<file path="config.mk">
export PLATFORM = sky130hd
export DESIGN_NAME = ss_rvc_mem_arb
export DESIGN_NICKNAME = d
export VERILOG_FILES = /design/src/rtl/ss_rvc_pkg.sv /design/src/rtl/ss_rvc_arb_starve_cnt.sv /design/src/rtl/ss_rvc_mem_arb.sv
export SDC_FILE = /design/constraint.sdc
export NUM_CORES = 1
export LEC_CHECK = 0
export BUFFER_PORTS_ARGS = -buffer_cell sky130_fd_sc_hd__buf_2
export CAP_MARGIN = 10
export CORE_MARGIN = 2
export CORE_UTILIZATION = 30
export CTS_BUF_LIST = sky130_fd_sc_hd__clkbuf_4 sky130_fd_sc_hd__clkbuf_8
export CTS_CLUSTER_SIZE = 8
export DETAILED_ROUTE_END_ITERATION = 10
export PLACE_DENSITY = 0.7
export REMOVE_ABC_BUFFERS = 1
export SLEW_MARGIN = 10
export SYNTH_ARGS = -nofsm -noshare
export SYNTH_HDL_FRONTEND = slang
export SYNTH_HIERARCHICAL = 1
export SYNTH_SLANG_ARGS = --single-unit
</file>
<file path="constraint.sdc">
create_clock -name QClk -period 3.6 [get_ports QClk]
set_input_delay 0.54 -clock QClk [delete_from_list [all_inputs] [get_ports QClk]]
set_output_delay 0.54 -clock QClk [all_outputs]
set_load 0.01 [all_outputs]
</file>
<file path="src/rtl/ss_rvc_pkg.sv">
// ----------------------------------------------------------------------------
// ss_rvc_pkg
// Shared types and constants for the ss_rvc core slice.
//   t_xlen        : native data/address word of the core
//   ARB_STARVE_W  : width of the memory-arbiter starvation counter
//   t_arb_rsp_st  : owner of the read that is in flight in the shared memory
// No ports (package).
// ----------------------------------------------------------------------------
package ss_rvc_pkg;

    localparam int unsigned XLEN_DFLT = 32;
    typedef logic [XLEN_DFLT-1:0] t_xlen;

    localparam int unsigned ARB_STARVE_W = 4;

    typedef enum logic [1:0] {
        IDLE   = 2'd0,
        IF_RSP = 2'd1,
        DM_RSP = 2'd2
    } t_arb_rsp_st;

endpackage

</file>
<file path="src/rtl/ss_rvc_arb_starve_cnt.sv">
// ----------------------------------------------------------------------------
// ss_rvc_arb_starve_cnt
// Saturating count of consecutive cycles in which the fetch requester asked
// for the memory and was refused.
// Ports:
//   i_clk     : clock, rising edge
//   i_rst_n   : asynchronous active-low reset
//   i_req     : fetch requester is asking this cycle
//   i_gnt     : fetch requester was granted this cycle
//   i_max     : saturation value (1..15)
//   o_at_max  : count has reached i_max, fetch must win the next conflict
// ----------------------------------------------------------------------------
module ss_rvc_arb_starve_cnt
    import ss_rvc_pkg::*;
(
    input  logic                    i_clk,
    input  logic                    i_rst_n,
    input  logic                    i_req,
    input  logic                    i_gnt,
    input  logic [ARB_STARVE_W-1:0] i_max,
    output logic                    o_at_max
);

    logic [ARB_STARVE_W-1:0] r_cnt;

    // Count up on every refused request. Any grant, or a cycle where the
    // fetch side is not asking, means it is no longer being starved, so the
    // count starts over. Holding at i_max keeps o_at_max asserted until the
    // fetch side actually gets through.
    always_ff @(posedge i_clk or negedge i_rst_n) begin
        if (!i_rst_n) begin
            r_cnt <= '0;
        end else if (!i_req || i_gnt) begin
            r_cnt <= '0;
        end else if (r_cnt != i_max) begin
            r_cnt <= r_cnt + 1'b1;
        end
    end

    assign o_at_max = (r_cnt == i_max);

endmodule

</file>
<file path="src/rtl/ss_rvc_mem_arb.sv">
// ----------------------------------------------------------------------------
// ss_rvc_mem_arb
// Shares one single-port unified memory between the instruction-fetch stage
// (Q100H) and the data-memory stage (Q103H). One requester is granted per
// cycle; the 1-cycle read data is routed back to whoever issued the read.
// Optional macro: SS_RVC_MEM_ARB_STATS_EN adds ConflictCnt / IfStarveCnt.
// Ports:
//   QClk, RstQnnnH          : clock / async active-low reset
//   IfReqQ100H, IfAddrQ100H : fetch request and address
//   IfGntQ100H              : fetch granted this cycle
//   IfRdDataQ101H/RspVld    : fetch response, one cycle after grant
//   DmRdEn/WrEn/Addr/WrData : data-memory request (Q103H)
//   DmGntQ103H              : data request granted this cycle
//   DmRdDataQ104H/RspVld    : load response, one cycle after grant
//   MemAddr/WrData/RdEn/WrEn: shared memory port
//   MemRdData               : memory read data, 1 cycle after MemRdEn
//   ConflictCnt, IfStarveCnt: statistics (macro only)
// ----------------------------------------------------------------------------
module ss_rvc_mem_arb
    import ss_rvc_pkg::*;
#(
    parameter int unsigned XLEN       = 32,
    parameter int unsigned STARVE_MAX = 3,
    parameter int unsigned CNT_W      = 16
) (
    input  logic            QClk,
    input  logic            RstQnnnH,
    input  logic            IfReqQ100H,
    input  logic [XLEN-1:0] IfAddrQ100H,
    output logic            IfGntQ100H,
    output logic [XLEN-1:0] IfRdDataQ101H,
    output logic            IfRspVldQ101H,
    input  logic            DmRdEnQ103H,
    input  logic            DmWrEnQ103H,
    input  logic [XLEN-1:0] DmAddrQ103H,
    input  logic [XLEN-1:0] DmWrDataQ103H,
    output logic            DmGntQ103H,
    output logic [XLEN-1:0] DmRdDataQ104H,
    output logic            DmRspVldQ104H,
    output logic [XLEN-1:0] MemAddr,
    output logic [XLEN-1:0] MemWrData,
    output logic            MemRdEn,
    output logic            MemWrEn,
    input  logic [XLEN-1:0] MemRdData
`ifdef SS_RVC_MEM_ARB_STATS_EN
    ,
    output logic [CNT_W-1:0] ConflictCnt,
    output logic [CNT_W-1:0] IfStarveCnt
`endif
);

    localparam logic [ARB_STARVE_W-1:0] STARVE_MAX_V = ARB_STARVE_W'(STARVE_MAX);

    t_arb_rsp_st     r_state;
    t_arb_rsp_st     w_nextState;
    logic            r_active;
    logic [XLEN-1:0] r_lastAddr;
    logic [XLEN-1:0] r_lastWrData;
    logic            w_dmReq;
    logic            w_dmRd;
    logic            w_ifReqAct;
    logic            w_dmReqAct;
    logic            w_atMax;
    logic            w_ifGnt;
    logic            w_dmGnt;

    // r_active is cleared by reset and set on the first clock edge after
    // release. Gating every grant with it makes the grants and memory
    // enables drop the instant reset asserts, and keeps arbitration off
    // until the first edge after reset is released.
    always_ff @(posedge QClk or negedge RstQnnnH) begin
        if (!RstQnnnH) begin
            r_active <= 1'b0;
        end else begin
            r_active <= 1'b1;
        end
    end

    // A simultaneous read and write from the data stage is treated as a
    // write only; the read is never issued.
    assign w_dmReq    = DmRdEnQ103H | DmWrEnQ103H;
    assign w_dmRd     = DmRdEnQ103H & ~DmWrEnQ103H;
    assign w_ifReqAct = r_active & IfReqQ100H;
    assign w_dmReqAct = r_active & w_dmReq;

    // Data stage holds the older instruction, so it normally wins a
    // conflict; once fetch has been refused STARVE_MAX times in a row it
    // goes first. The two grants are exclusive by construction.
    assign w_ifGnt = w_ifReqAct & (~w_dmReqAct | w_atMax);
    assign w_dmGnt = w_dmReqAct & ~w_ifGnt;

    ss_rvc_arb_starve_cnt u_starve_cnt (
        .i_clk    (QClk),
        .i_rst_n  (RstQnnnH),
        .i_req    (w_ifReqAct),
        .i_gnt    (w_ifGnt),
        .i_max    (STARVE_MAX_V),
        .o_at_max (w_atMax)
    );

    assign IfGntQ100H = w_ifGnt;
    assign DmGntQ103H = w_dmGnt;

    // Remember what was last driven on the shared address/data bus so the
    // bus stays quiet (no toggling) on cycles with no grant. Fetch carries
    // no write data, so the write-data bus only follows the data stage.
    always_ff @(posedge QClk or negedge RstQnnnH) begin
        if (!RstQnnnH) begin
            r_lastAddr   <= '0;
            r_lastWrData <= '0;
        end else if (w_ifGnt) begin
            r_lastAddr   <= IfAddrQ100H;
        end else if (w_dmGnt) begin
            r_lastAddr   <= DmAddrQ103H;
            r_lastWrData <= DmWrDataQ103H;
        end
    end

    // Shared memory port: steer the granted requester onto the bus.
    always_comb begin
        MemAddr   = r_lastAddr;
        MemWrData = r_lastWrData;
        MemRdEn   = 1'b0;
        MemWrEn   = 1'b0;
        if (w_ifGnt) begin
            MemAddr = IfAddrQ100H;
            MemRdEn = 1'b1;
        end else if (w_dmGnt) begin
            MemAddr   = DmAddrQ103H;
            MemWrData = DmWrDataQ103H;
            MemRdEn   = w_dmRd;
            MemWrEn   = DmWrEnQ103H;
        end
    end

    // Response owner register: records who issued the read that the
    // memory is answering this cycle.
    always_ff @(posedge QClk or negedge RstQnnnH) begin
        if (!RstQnnnH) begin
            r_state <= IDLE;
        end else begin
            r_state <= w_nextState;
        end
    end

    // Next owner follows this cycle's grant directly, so reads may issue
    // back to back. The read data is handed only to the owner; the other
    // data bus is held at zero.
    always_comb begin
        w_nextState   = IDLE;
        IfRspVldQ101H = 1'b0;
        IfRdDataQ101H = '0;
        DmRspVldQ104H = 1'b0;
        DmRdDataQ104H = '0;
        if (w_ifGnt) begin
            w_nextState = IF_RSP;
        end else if (w_dmGnt && w_dmRd) begin
            w_nextState = DM_RSP;
        end
        case (r_state)
            IF_RSP: begin
                IfRspVldQ101H = 1'b1;
                IfRdDataQ101H = MemRdData;
            end
            DM_RSP: begin
                DmRspVldQ104H = 1'b1;
                DmRdDataQ104H = MemRdData;
            end
            default: begin
            end
        endcase
    end

`ifdef SS_RVC_MEM_ARB_STATS_EN
    logic [CNT_W-1:0] r_conflictCnt;
    logic [CNT_W-1:0] r_ifStarveCnt;

    // Statistics: a conflict is any active cycle with both stages asking;
    // fetch winning while the data stage is also asking can only happen
    // through the starvation override. Both counters wrap naturally.
    always_ff @(posedge QClk or negedge RstQnnnH) begin
        if (!RstQnnnH) begin
            r_conflictCnt <= '0;
            r_ifStarveCnt <= '0;
        end else begin
            if (w_ifReqAct && w_dmReqAct) begin
                r_conflictCnt <= r_conflictCnt + 1'b1;
            end
            if (w_ifGnt && w_dmReqAct) begin
                r_ifStarveCnt <= r_ifStarveCnt + 1'b1;
            end
        end
    end

    assign ConflictCnt = r_conflictCnt;
    assign IfStarveCnt = r_ifStarveCnt;
`else
    logic [CNT_W-1:0] w_unusedStats;
    assign w_unusedStats = '0;
`endif

endmodule

</file>
==> flow_metrics.env, run 1 <==
export IMPL_outcome="complete, no violations"
export IMPL_fin_crit_sh=0.911
export IMPL_max_freq_mhz=305
export IMPL_sw_frac_of_total=0.299
export IMPL_worst_slew_pin_slew_ns=0.629
export IMPL_clkTransAtPathRegs_ns=0.08
export IMPL_clockPowerShare=0.294
export IMPL_die_h_um=111
export IMPL_num_nets_final=686
export IMPL_drv_cap=0
export IMPL_final_cell_mix="buf_2 (266), and2_1 (96), dfrtp_1 (71)"
export IMPL_cts_sink_count=71
export IMPL_rsz0062_at_grt="false"
export IMPL_ctsResizeCount=0
export IMPL_clkLatencyLatePin_ns=0.34
export IMPL_routed_wirelength_um=10700
export IMPL_portBuffers=266
export IMPL_drc=0
export IMPL_synth_cell_types=29
export IMPL_ys_seq_elements=71
export IMPL_worstSetupEndpointType="primary output"
export IMPL_tns_ns=0
export IMPL_cp_slowest_stage_delay_ns=0.47
export IMPL_grt_pass1_vias=3347
export IMPL_critical_path_buf_inv_count=2
export IMPL_p_leak_uw=0.00277
export IMPL_finClkSkew_ns=0.00478
export IMPL_io_pins=267
export IMPL_cts_buffers=9
export IMPL_areaGrowthSynthToFinish_pct=47.3
export IMPL_hold_ws_ns=0.165
export IMPL_p_comb_frac=0.249
export IMPL_ys_seq_area_frac=0.514
export IMPL_grt_usage=0.175
export IMPL_drt_initial_drc_count=122
export IMPL_min_period_ns=3.28
export IMPL_grt_pass1_wl_um=17000
export IMPL_ant_nets=0
export IMPL_coreArea_um2=11300
export IMPL_ctsHoldBuffers=0
export IMPL_hp_class="in2async"
export IMPL_cts_max_path_buffers=2
export IMPL_hold_violations=0
export IMPL_seq_area_um2=1780
export IMPL_htreeDepth=3
export IMPL_arrival_ns=2.74
export IMPL_critPathMaxFanout=33
export IMPL_maxSlewHeadroom=0.581
export IMPL_chipWidth_um=111
export IMPL_grt_overflow_total=0
export IMPL_antenna_found_initial=3
export IMPL_dr_pass1_iters=4
export IMPL_vias=3206
export IMPL_cts_root_buf="clkbuf_8"
export IMPL_internal_power_uw=1410
export IMPL_start_util=0.305
export IMPL_avgSynthCellArea_um2=12.1
export IMPL_setup_viol=0
export IMPL_power_density_nw_per_um2=396
export IMPL_path_cells="xor2_1 -> nor4_4 -> nand2_1 -> nand3_4 -> inv_4 -> a221o_1 -> buf_2"
export IMPL_crit_type="reg2out"
export IMPL_postCtsSetupBuffers=0
export IMPL_yosysWarningCount=6
export IMPL_wl_per_cell_um=15.2
export IMPL_layout_commonest_cell="buf_2"
export IMPL_path_delay_family="simple AND/OR/NAND/NOR gates"
export IMPL_required_ns=3.06
export IMPL_dp_hpwl_um=8380
export IMPL_final_core_util=0.449
export IMPL_slew_violations=0
export IMPL_gp_congestion=0.957
export IMPL_die_area_um2=12400
export IMPL_start_kind="flip-flop"
export IMPL_seq_power_share=0.457
export IMPL_synth_area_um2=3450
export IMPL_multi_input_area_um2=1560
export IMPL_peakVddDrop_uv=275
export IMPL_worst_path_max_delay_cell="nor4_4"
export IMPL_netSwitchingPower_uw=603
export IMPL_fill_cells=1090
export IMPL_grt_max_degree=49
export IMPL_viasPerCell=4.56
export IMPL_syn_inst=285
export IMPL_num_rows=39
export IMPL_final_layout_size_suffix_gt1_frac=0.587
export IMPL_cts_tree="yes"
==> cells by family after synthesis <==
| logic type | synth area share |
|---|---|
| compound gates | 0.108 |
| xor+xnor | 0.0148 |
| flops | 0.514 |
| buf+inv | 0.0391 |
| simple gates | 0.211 |
| fa+ha+maj | 0.00362 |
| mux | 0.107 |
| other cells | 0.00217 |
==> power groups by stage <==
stage / Clock [µW] / Sequential, µW / Combinational [µW]
6_report: 593 / 922 / 503
5_1_grt: 657 / 933 / 550
4_1_cts: 617 / 923 / 510
3_5_place_dp: 0 / 938 / 507
3_3_place_gp: 0 / 932 / 498
2_1_floorplan: 0 / 926 / 263
==> flip-flops by register name, indices dropped and copies added, names as in the netlist <==
| name | flops |
|---|---|
| r_state | 2 |
| r_lastAddr | 32 |
| r_lastWrData | 32 |
| u_starve_cnt/r_cnt | 4 |
| r_active | 1 |
==> path summary, 6_finish.rpt <==
kind | depth (start not counted) | end | from | slack, ns
setup reg to reg | 6 | r_lastAddr[23] | u_starve_cnt/r_cnt[0] | 1.23
setup / recovery | 7 | MemAddr[23] | u_starve_cnt/r_cnt[0] | 0.32
min in group QClk | 2 | r_lastWrData[17] | DmWrDataQ103H[17] | 0.44
hold / removal | 1 | r_lastWrData[20] | RstQnnnH | 0.16
max in group asynchronous | 2 | r_lastWrData[10] | RstQnnnH | 2.41
hold reg to reg | 1 | r_lastWrData[10] | r_lastWrData[10] | 0.49
==> stage by stage <==
step                instance area, µm²  std cells  worst slack (ns)  total power [µW]
floorplan                         3340        270              1.02              1190
global placement                  4900        684             0.636              1430
detailed placement                4900        684             0.515              1450
CTS                               5080        700             0.122              2050
global route                      5090        703            0.0985              2140
finish                            5090        703             0.322              2020
==> per-layer routing <==
metal / part of all wire / up-vias / track usage
met5: 0 / - / 0
met4: 0.026 / 0 / 0.0774
met3: 0.073 / 18 / 0.0361
met2: 0.55 / 175 / 0.334
met1: 0.35 / 1496 / 0.183
li1: - / 1517 / -
==> cell usage after synthesis (all sizes together) <==
master  number  share of area
nand3b       1         0.0022
nand3        2         0.0065
a21oi        2         0.0029
a221o       32          0.093
ha           1         0.0036
nor2         4         0.0043
buf          9          0.026
a21boi       1         0.0054
or2          1         0.0025
nand2b       2         0.0036
conb         2         0.0022
and2        97           0.18
nand2        2         0.0022
o31ai        1         0.0036
mux2        32           0.10
o21ai        2         0.0029
xor2         5          0.015
nor2b        2         0.0036
inv          3         0.0033
nor4         1         0.0062
dfrtp       71           0.51
mux2i        1         0.0029
or3          2         0.0036
clkbuf       9         0.0098
==> cell type report <==
class                      instances  share of cell area
tap                              143              0.0352
sequential                        71               0.349
clock inverter                     6             0.00836
antenna                            3             0.00148
timing repair buffer             271               0.269
multi-input combinational        196               0.307
inverter                           3             0.00270
clock buffer                      10              0.0270
Note: power is estimated with default switching activity, not from simulation.
==> run 2: changes to the inputs <==
--- a/config.mk
+++ b/config.mk
@@ -12,7 +12,7 @@
 export CTS_BUF_LIST = sky130_fd_sc_hd__clkbuf_4 sky130_fd_sc_hd__clkbuf_8
 export CTS_CLUSTER_SIZE = 8
 export DETAILED_ROUTE_END_ITERATION = 10
-export PLACE_DENSITY = 0.7
+export PLACE_DENSITY = 0.73
 export REMOVE_ABC_BUFFERS = 1
 export SLEW_MARGIN = 10
 export SYNTH_ARGS = -nofsm -noshare
==> constraint.sdc (replaced) <==
create_clock -name QClk -period 2.8 [get_ports QClk]
set_input_delay 0.42 -clock QClk [delete_from_list [all_inputs] [get_ports QClk]]
set_output_delay 0.42 -clock QClk [all_outputs]
set_load 0.01 [all_outputs]
==> run 2 against run 1 <==
Sequential power rose by 29%; register-to-register slack got worse by 0.23 ns; cell count rose by 0.57%; critical endpoint is now MemWrData[16]; highest routed layer unchanged.
==> flow_metrics.env, run 2 (synthesis results as in run 1) <==
export IMPL_max_freq_mhz=387
export IMPL_outcome="complete, no violations"
export IMPL_top_regs="r_lastAddr x32, r_lastWrData x32, u_starve_cnt/r_cnt x4"
export IMPL_path_cells="xor2_2 -> nor4_4 -> nand2_1 -> nand3_4 -> clkbuf_16 -> mux2_2 -> buf_2"
export IMPL_wl_per_cell_um=15.3
export IMPL_chipWidth_um=111
export IMPL_hold_violations=0
export IMPL_hold_ws_ns=0.318
export IMPL_slew_violations=0
export IMPL_areaGrowthSynthToFinish_pct=50.6
export IMPL_layout_commonest_cell="buf_2"
export IMPL_final_cell_mix="buf_2 (266), and2_1 (96), dfrtp_1 (71)"
export IMPL_arrival_ns=2.17
export IMPL_routed_wirelength_um=10800
export IMPL_finClkSkew_ns=0.0118
export IMPL_final_core_util=0.460
export IMPL_required_ns=2.38
export IMPL_start_util=0.305
export IMPL_cp_startpoint="u_starve_cnt/r_cnt[1]"
export IMPL_start_kind="flip-flop"
export IMPL_viasPerCell=4.60
export IMPL_top_usage_layer="met2"
export IMPL_r2r_end="r_lastWrData[23]"
export IMPL_coreArea_um2=11300
export IMPL_setup_slack_ns=0.213
export IMPL_die_h_um=111
export IMPL_hp_class="in2reg"
export IMPL_clkLatencyLatePin_ns=0.34
export IMPL_ant_nets=0
export IMPL_worst_path_max_delay_cell="dfrtp_1"
export IMPL_p_leak_uw=0.00283
export IMPL_critPathMaxFanout=16
export IMPL_drc=0
export IMPL_cts_root_buf="clkbuf_8"
export IMPL_pre_cts_slack_ns=0.336
export IMPL_cts_buffers=9
export IMPL_cts_max_path_buffers=2
export IMPL_io_pins=267
export IMPL_dr_pass1_iters=4
export IMPL_clkTransAtPathRegs_ns=0.08
export IMPL_r2r_slack_ns=1.00
export IMPL_use_met1=0.178
export IMPL_instances_no_fill=707
export IMPL_grt_usage=0.168
export IMPL_use_met2=0.324
export IMPL_grt_pass1_wl_um=16500
export IMPL_htreeDepth=3
export IMPL_worstSetupEndpointType="primary output"
export IMPL_met3_usage=0.0334
export IMPL_maxSlewHeadroom=0.446
export IMPL_antenna_found_initial=1
export IMPL_drv_cap=0
export IMPL_num_rows=39
export IMPL_cp_slowest_stage_delay_ns=0.42
export IMPL_ff2ff_path_depth=6
export IMPL_dp_cells=686
export IMPL_setup_viol=0
export IMPL_grt_pass1_vias=3312
export IMPL_drt_initial_drc_count=90
export IMPL_power_density_nw_per_um2=532
export IMPL_min_period_ns=2.59
export IMPL_cts_sink_count=71
export IMPL_crit_type="reg2out"
export IMPL_rsz0062_at_grt="false"
export IMPL_grt_max_degree=65
export IMPL_worst_slew_pin_slew_ns=0.831
export IMPL_portBuffers=266
export IMPL_r2r_start="u_starve_cnt/r_cnt[1]"
export IMPL_die_area_um2=12400
export IMPL_cts_tree="yes"
export IMPL_vias=3251
export IMPL_num_nets_final=691
export IMPL_dp_hpwl_um=8370
export IMPL_crit_end="MemWrData[16]"
export IMPL_gp_congestion=0.880
export IMPL_fill_cells=1056
export IMPL_fin_crit_sh=0.924
export IMPL_grt_overflow_total=0
export IMPL_peakVddDrop_uv=324
export IMPL_final_layout_size_suffix_gt1_frac=0.589
export IMPL_tns_ns=0
## run 2: per-layer routing
metal | up-vias | part of all wire
met3 | 15 | 0.066
met1 | 1546 | 0.36
li1 | 1527 | -
met5 | - | 0
met2 | 163 | 0.55
met4 | 0 | 0.022
## run 2: per-stage QoR
stage	power (µW)	cell area [µm²]
final	2770	5200
after floorplan	1530	3340
after global placement	1840	4930
after detailed placement	1860	4930
after CTS	2800	5170
after global routing	2900	5200
## run 2: critical path, delay by kind of cell, from the launching register on
kind / cells / cell delay [ns]
buffers and inverters: 2 / 0.34
muxes: 1 / 0.35
DFF: 1 / 0.42
and+or+nand+nor: 3 / 0.61
xor gates and xnor gates: 1 / 0.10
## run 2: worst min path at each step
| stage | startpoint | to | slack (ns) | depth (start not counted) |
|---|---|---|---|---|
| detailed placement | RstQnnnH | r_lastWrData[7] | 0.26 | 1 |
| global placement | RstQnnnH | r_lastWrData[7] | 0.26 | 1 |
| finish | DmWrDataQ103H[21] | r_lastWrData[21] | 0.32 | 2 |
| CTS | DmWrDataQ103H[21] | r_lastWrData[21] | 0.29 | 2 |
| global route | DmWrDataQ103H[20] | r_lastWrData[20] | 0.30 | 2 |
| floorplan | RstQnnnH | r_active | 0.12 | 0 |
## run 2: layout make-up
type,instances,area (µm²),share of cell area
diodes,2,5.00,0.000962
inverters,3,13.8,0.00264
clock inverters,6,92.6,0.0178
repair buffers,276,1440,0.277
clock buffers,10,131,0.0252
well taps,143,179,0.0344
flip-flops and latches,71,1780,0.341
multi-input cells,196,1560,0.300
## run 2: where the power goes
part / total (µW) / switching [µW] / internal, µW
Sequential: 1190 / 34.0 / 1150
Combinational: 659 / 331 / 328
Clock: 923 / 407 / 517
Total: 2770 / 772 / 2000
## run 2: timing repair
action,CTS,global route
pin swaps,1,1
resized for setup,0,3
gates cloned,0,1
endpoints found under the hold margin,7,0
setup endpoints to repair,61,64
hold buffers,1,0
buffers inserted,1,0
